$ cat src/rtl/multi_edge_detector.sv
// Multi-channel edge detector with a per-channel minimum-hold glitch filter,
// run-time edge selection and a saturating count of reported edges.
module multi_edge_detector #(
    parameter int WIDTH = 4,
    parameter int HOLD  = 1,
    parameter int CNT_W = 8
) (
    input  logic             clk,
    input  logic             reset,
    input  logic             en,
    input  logic [1:0]       mode,
    input  logic [WIDTH-1:0] in_a,
    input  logic             cnt_clr,
    output logic [WIDTH-1:0] edge_y,
    output logic [WIDTH-1:0] rise_y,
    output logic [WIDTH-1:0] fall_y,
    output logic             any_edge,
    output logic [CNT_W-1:0] evt_count
);

    localparam int HW = $clog2(HOLD + 1);
    localparam int PW = $clog2(WIDTH + 1);
    localparam int SW = CNT_W + PW + 1;
    localparam logic [HW-1:0] HOLD_LAST = HW'(HOLD - 1);
    localparam logic [SW-1:0] CNT_MAX   = {{(SW - CNT_W){1'b0}}, {CNT_W{1'b1}}};

    typedef enum logic [1:0] {
        INIT = 2'd0,
        LOW  = 2'd1,
        HIGH = 2'd2
    } state_t;

    state_t            state_q [WIDTH];
    state_t            state_d [WIDTH];
    logic [HW-1:0]     hold_q  [WIDTH];
    logic [HW-1:0]     hold_d  [WIDTH];
    logic [WIDTH-1:0]  rise_q, rise_d;
    logic [WIDTH-1:0]  fall_q, fall_d;
    logic [WIDTH-1:0]  edge_q, edge_d;
    logic              any_q, any_d;
    logic [CNT_W-1:0]  cnt_q, cnt_d;
    logic [PW-1:0]     pop;
    logic [SW-1:0]     sum;
    logic              pass_rise, pass_fall;

    always_comb begin
        rise_d = '0;
        fall_d = '0;
        for (int i = 0; i < WIDTH; i++) begin
            state_d[i] = state_q[i];
            hold_d[i]  = hold_q[i];
            if (en) begin
                case (state_q[i])
                    INIT: begin
                        state_d[i] = in_a[i] ? HIGH : LOW;
                        hold_d[i]  = '0;
                    end
                    LOW: begin
                        if (!in_a[i]) begin
                            hold_d[i] = '0;
                        end else if (hold_q[i] == HOLD_LAST) begin
                            state_d[i] = HIGH;
                            hold_d[i]  = '0;
                            rise_d[i]  = 1'b1;
                        end else begin
                            hold_d[i] = hold_q[i] + HW'(1);
                        end
                    end
                    HIGH: begin
                        if (in_a[i]) begin
                            hold_d[i] = '0;
                        end else if (hold_q[i] == HOLD_LAST) begin
                            state_d[i] = LOW;
                            hold_d[i]  = '0;
                            fall_d[i]  = 1'b1;
                        end else begin
                            hold_d[i] = hold_q[i] + HW'(1);
                        end
                    end
                    default: begin
                        state_d[i] = INIT;
                        hold_d[i]  = '0;
                    end
                endcase
            end
        end

        pass_rise = (mode == 2'b00) || (mode == 2'b01);
        pass_fall = (mode == 2'b00) || (mode == 2'b10);
        edge_d    = (rise_d & {WIDTH{pass_rise}}) | (fall_d & {WIDTH{pass_fall}});
        any_d     = |edge_d;

        // Counter saturates rather than wrapping; a clear discards same-cycle edges.
        pop = '0;
        for (int i = 0; i < WIDTH; i++) begin
            pop = pop + PW'(edge_d[i]);
        end
        sum = SW'(cnt_q) + SW'(pop);
        if (cnt_clr) begin
            cnt_d = '0;
        end else if (sum > CNT_MAX) begin
            cnt_d = CNT_MAX[CNT_W-1:0];
        end else begin
            cnt_d = sum[CNT_W-1:0];
        end
    end

    always_ff @(posedge clk) begin
        if (!reset) begin
            for (int i = 0; i < WIDTH; i++) begin
                state_q[i] <= INIT;
                hold_q[i]  <= '0;
            end
            rise_q <= '0;
            fall_q <= '0;
            edge_q <= '0;
            any_q  <= 1'b0;
            cnt_q  <= '0;
        end else begin
            for (int i = 0; i < WIDTH; i++) begin
                state_q[i] <= state_d[i];
                hold_q[i]  <= hold_d[i];
            end
            rise_q <= rise_d;
            fall_q <= fall_d;
            edge_q <= edge_d;
            any_q  <= any_d;
            cnt_q  <= cnt_d;
        end
    end

    assign edge_y    = edge_q;
    assign rise_y    = rise_q;
    assign fall_y    = fall_q;
    assign any_edge  = any_q;
    assign evt_count = cnt_q;

endmodule

$ cat config.mk
export PLATFORM = sky130hd
export DESIGN_NAME = multi_edge_detector
export DESIGN_NICKNAME = d
export VERILOG_FILES = /design/src/rtl/multi_edge_detector.sv
export SDC_FILE = /design/constraint.sdc
export NUM_CORES = 1
export LEC_CHECK = 0
export CAP_MARGIN = 25
export CORE_UTILIZATION = 38
export DETAILED_ROUTE_END_ITERATION = 6
export PLACE_DENSITY = 0.68
export SETUP_SLACK_MARGIN = 0.05
export SYNTH_ARGS = -nofsm -noshare
export SYNTH_HDL_FRONTEND = slang
export SYNTH_SLANG_ARGS = --single-unit
export TNS_END_PERCENT = 5
$ cat constraint.sdc
create_clock -name clk -period 7 [get_ports clk]
set_input_delay 1.4 -clock clk [delete_from_list [all_inputs] [get_ports clk]]
set_output_delay 1.4 -clock clk [all_outputs]
set_load 0.005 [all_outputs]
# ---- Yosys cells after proc, flatten, opt, wreduce, memory -nomap -nowiden
# Memory sizes are Yosys's and may differ from the RTL's.
# Index checks and enable logic that the tools add are counted.
# Widths: inputs -> output; s select.
dict set report totals {
  reg_bits 21
  ram_bits 12
  in_bits 10
  out_inout_bits 21
  word_cells 134
  n_memories 2
}
dict set report classes {
  addsub 8
  order_cmp 1
  eq_ne 10
  muxes 87
  bitwise 12
  reduce_logical 9
}
# memory depth width read_ports rd_ports_with_merged_regs wr line_no
set mem_list {}
lappend mem_list {state_q 4 2 4 0 4 33} ;# state_t state_q [WIDTH];
lappend mem_list {hold_q 4 1 4 0 4 35} ;# logic [HW-1:0] hold_q [WIDTH];
# cell count
set op_table {}
lappend op_table {{$mux 2} 28}
lappend op_table {{$mux 1} 50}
lappend op_table {{$pmux 2 s3} 4}
lappend op_table {{$eq 2x1->1 const B} 5}
lappend op_table {{$eq 2x2->1 const B} 5}
lappend op_table {{$logic_not 2->1} 5}
lappend op_table {{$add 8x3->9} 1}
lappend op_table {{$gt 9x8->1 const B} 1}
lappend op_table {{$and 4x4->4} 2}
lappend op_table {{$mux 8} 1}
lappend op_table {{$or 1x1->1} 8}
lappend op_table {{$pmux 1 s2} 4}
lappend op_table {{$add 1x1->1 const B} 4}
lappend op_table {{$or 4x4->4} 1}
lappend op_table {{$reduce_or 4->1} 1}
lappend op_table {{$add 2x1->3} 1}
lappend op_table {{$add 3x1->3} 1}
lappend op_table {{$add 1x1->2} 1}
lappend op_table {{$logic_or 1x1->1} 2}
lappend op_table {{$reduce_or 2->1} 1}
lappend op_table {{$not 1->1} 1}

# ---- Longest topological paths before layout
# An unclocked memory read counts as a cell.
dict set report depth {
  depth_word 13
  ltp_mapped 13
}

# ---- Worst setup path after synthesis
# OpenSTA, ideal clock, no wires.
dict set report synth_timing {
  path_type {input to register}
  start {in in_a[0]}
  end {reg cnt_q[0], in the netlist evt_count[0]}
  setup_time_ns 0.070
  t_arrival_ns 3.727
  path_slack_ns 3.203
  cell_stages 11
  cell_sequence {or3b_2 o22ai_1 nand2_1 fa_1 fa_1 inv_1 fa_1 nand2_1 nor2_1 nand3_1 a21oi_1}
}
dict set report synth_via {
  elab_chain_cells 11
  word_cells_on_any_way 15
}
# item line_no
set synth_lines {}
lappend synth_lines {{start: declaration} 12} ;# input logic [WIDTH-1:0] in_a,
lappend synth_lines {{$mux 1 (on tied branches)} {59, 70}}
lappend synth_lines {{$mux 1} 53} ;# case (state_q[i])
lappend synth_lines {{$mux 1} 52} ;# if (en) begin
lappend synth_lines {{$and 4x4->4} 90} ;# edge_d = (rise_d & {WIDTH{pass_rise}}) | (fall_d & {WIDTH{pass_fall}});
lappend synth_lines {{$or 4x4->4 *} 90}
lappend synth_lines {{$add 1x1->2 *} 96} ;# pop = pop + PW'(edge_d[i]);
lappend synth_lines {{$add 2x1->3 *} 96}
lappend synth_lines {{$add 3x1->3 *} 96}
lappend synth_lines {{$add 8x3->9 *} 98} ;# sum = SW'(cnt_q) + SW'(pop);
lappend synth_lines {{$gt 9x8->1} 101} ;# end else if (sum > CNT_MAX) begin
lappend synth_lines {{$mux 8 *} 101}
lappend synth_lines {{end signal: assignment} 128} ;# cnt_q <= cnt_d;
lappend synth_lines {{end: declaration} 41} ;# logic [CNT_W-1:0] cnt_q, cnt_d;
# Mark *: on every way between the ends. The rest lies on a longest branch, timed or not.
# A chain may end at the register's enable or synchronous reset.

# ---- Final worst setup path
dict set report layout_timing {
  start {in en}
  end {reg cnt_q[0], in the netlist evt_count[0]}
}
dict set report layout_via {
  elab_chain_cells 9
  word_cells_on_any_way 17
}
# item line_no
set layout_lines {}
lappend layout_lines {{start: declaration} 10} ;# input logic en,
lappend layout_lines {{$mux 1} 52}
lappend layout_lines {{$and 4x4->4} 90}
lappend layout_lines {{$or 4x4->4 *} 90}
lappend layout_lines {{$add 1x1->2} 96}
lappend layout_lines {{$add 2x1->3} 96}
lappend layout_lines {{$add 3x1->3 *} 96}
lappend layout_lines {{$add 8x3->9 *} 98}
lappend layout_lines {{$gt 9x8->1} 101}
lappend layout_lines {{$mux 8 *} 101}
# Marked as above.

==> results_dict.tcl <==
set metrics [dict create \
    outcome "finished clean" \
    critical_path.top_delay_family "adder cells" \
    clock_path_buffers 2 \
    p_leak_nw 0.673 \
    rows 21 \
    place_congestion 0.809 \
    overflow 0 \
    syn_area_mm2 0.00141 \
    register_area_um2 691 \
    area_delta_synth_final_pct 32.9 \
    multi_input_area_um2 656 \
    setup_viol 0 \
    synthMostInstantiatedCell "dfxtp_1" \
    synth_top_area_cell "dfxtp_1" \
    yosysTopAreaCellShare_pct 42.6 \
    synth_edf_count 3 \
    seq_area_frac_synth_pct 49.0 \
    hp-class "flip-flop to flip-flop" \
    fin_setup_tns_ns 0 \
    numCtsBuffers 5 \
    cp_data_arrival_time_ns 4.64 \
    detailedRoute.firstIterationViolations 106 \
    period_share_pct 63.3 \
    regToRegEndpoint "evt_count[0]$_SDFF_PP0_" \
    wl_um 3120 \
    rsz0062_at_grt "no" \
    firstDrtPassIters 4 \
    via_count 1266 \
    ys.flop_type "dfxtp_1" \
    yosysWarnings 0 \
    slowest_delay_ns 0.67 \
    num-fill-cells 311 \
    wl_per_cell_um 13.0 \
    htreeDepth 2 \
    cts_resized 0 \
    skew_ns 0.00508 \
    timing.rr.start "state_q[0][0]$_SDFFE_PN0P_" \
    clock_latency_ns 0.29 \
    clkTransAtPathRegs_ns 0.07 \
    start_util_pct 40.9 \
    io_pins 31 \
    postCtsHoldBufs 0 \
    syn_avg_cell_area_um2 8.86 \
    r2r_slack_ns 3.92 \
    drive_gt1_share_pct 6.67 \
    antenna_cells 0 \
    cts_tree "yes" \
    whs_ns 0.478 \
    max_freq_mhz 226 \
    antenna_found_initial 0 \
    io_buffers 30 \
    synthTopCellsByCount "dfxtp_1 (30), nor2_1 (29), inv_1 (14), nand2_1 (14), o21ai_0 (12)" \
    ir_drop_v 0.0000880 \
    fp.dieH_um 62.9 \
    critPathCaptureType "flip-flop" \
    r2r_cells 11 \
    synthDistinctLibCells 36 \
    cpMostUsedCell "fa_1" \
    path_cells "clkdlybuf4s50_1, inv_1, nor2_1, nand2_1, fa_1, fa_1, inv_1, fa_1, nand2_1, nor2_1, nand3_1, a21oi_1" \
    path_buf_inv 3 \
    start_kind "input port" \
    fp.dieArea_mm2 0.00396 \
    syn_inst 159 \
    pwr_density_cell_mw_per_mm2 226 \
    total_power_uw 423 \
    first_global_vias 1211 \
    period_minus_slack_ns 4.43 \
    grt_max_degree 14 \
    cts_root_buf "clkbuf_8" \
    final_nets 208 \
    yosys_register_bits 33 \
    slowest_stage "clkdlybuf4s50_1" \
    grt_pass1_wl_um 5530 \
    viasPerCell 5.25 \
    drv_cap 0 \
    cts.sink_count 33 \
    hold_depth 2 \
    ant_nets 0 \
    min_to "hold_q[3]$_DFF_P_" \
    final_util_pct 54.4 \
    die_w_um 62.9 \
    min_from "hold_q[3]$_DFF_P_" \
    dpl.hpwl_um 2240 \
    grt_usage_pct 18.5 \
    critPathRequiredTime_ns 7.21 \
    crit_type "input port to flip-flop" \
    async_reset_ff_share_pct 0 \
    core_mm2 0.00344 \
    drc 0 \
    cts_setup_buffers 0 \
    slew_violations 0 \
    synthTopCellsByArea "dfxtp_1 (43%), nor2_1 (7.7%), edfxtp_1 (6.4%), fa_1 (4.3%), o21ai_0 (4.3%)" \
    crit_fanout 13 \
    hold_violations 0 \
]
kinds of logic (layout without fill, tap and decap cells):
family                   count (synthesis)  count (layout)  synth area share [%]
AO/OA/AOI/OAI                           35              35                  16.8
XOR/XNOR                                 3               3                  1.87
adder cells (fa/ha/maj)                  4               4                  5.15
buffers and inverters                   18              52                  4.97
flip-flops                              33              33                  49.0
other                                    1               3                 0.266
AND/OR/NAND/NOR                         65              65                  21.9
worst max path at each step:
stage,startpoint,depth (start not counted),slack [ns],to
final,en,12,2.57,evt_count[0]$_SDFF_PP0_
after global placement,en,12,2.48,evt_count[0]$_SDFF_PP0_
after floorplan,in_a[0],11,3.20,evt_count[0]$_SDFF_PP0_
after detailed placement,en,12,2.33,evt_count[0]$_SDFF_PP0_
after CTS,en,12,2.64,evt_count[0]$_SDFF_PP0_
after global routing,en,12,2.29,evt_count[0]$_SDFF_PP0_
report_power, final:
| part | leakage, nW | total (mW) | internal (mW) | switching [mW] |
|---|---|---|---|---|
| Sequential | 0.274 | 0.205 | 0.198 | 0.00760 |
| Combinational | 0.340 | 0.0355 | 0.0170 | 0.0185 |
| Clock | 0.0585 | 0.183 | 0.116 | 0.0666 |
| Total | 0.673 | 0.423 | 0.331 | 0.0927 |
per-layer routing:
layer	wire length (um)	up-vias	global-route usage, %
li1	-	617	-
met1	1260	593	20.2
met2	1580	50	31.0
met3	206	6	6.02
met4	76	0	10.8
met5	0	-	0
registers in the layout (all words and copies together) (netlist names):
name	count
hold_q	4
state_q	8
edge_y	4
fall_y	4
rise_y	4
evt_count	8
any_edge	1
layout make-up:
| class | count | area share, % |
|---|---|---|
| timing repair buffer | 30 | 16.0 |
| inverter | 14 | 2.81 |
| multi-input combinational | 110 | 35.0 |
| clock buffer | 7 | 4.61 |
| sequential | 33 | 36.9 |
| clock inverter | 1 | 1.60 |
| tap | 46 | 3.07 |
placed cells by master, fill, tap and decap left out, types with 4 or more instances in the layout:
| cell | synthesis | layout |
|---|---|---|
| dfxtp_1 | 30 | 30 |
| a32oi_1 | 4 | 4 |
| clkbuf_8 | 0 | 6 |
| clkdlybuf4s50_1 | 0 | 30 |
| nor2_1 | 29 | 29 |
| nand2_1 | 14 | 14 |
| o21ai_0 | 12 | 12 |
| a21oi_1 | 7 | 7 |
| inv_1 | 14 | 14 |
| nand3b_1 | 4 | 4 |
worst min-delay path: cells and delay by family, from the launching register on:
family,cells,cell delay (ns)
buf+inv,1,0.07
flops,1,0.33
simple gates,1,0.04
metrics by stage:
stage | area, um2 | worst slack, ns | std cells
final | 1870 | 2.57 | 241
after global routing | 1870 | 2.29 | 241
after CTS | 1870 | 2.64 | 241
after detailed placement | 1760 | 2.33 | 233
after global placement | 1760 | 2.48 | 233
after floorplan | 1420 | 3.20 | 161
Note: power is estimated with default switching activity, not from simulation.
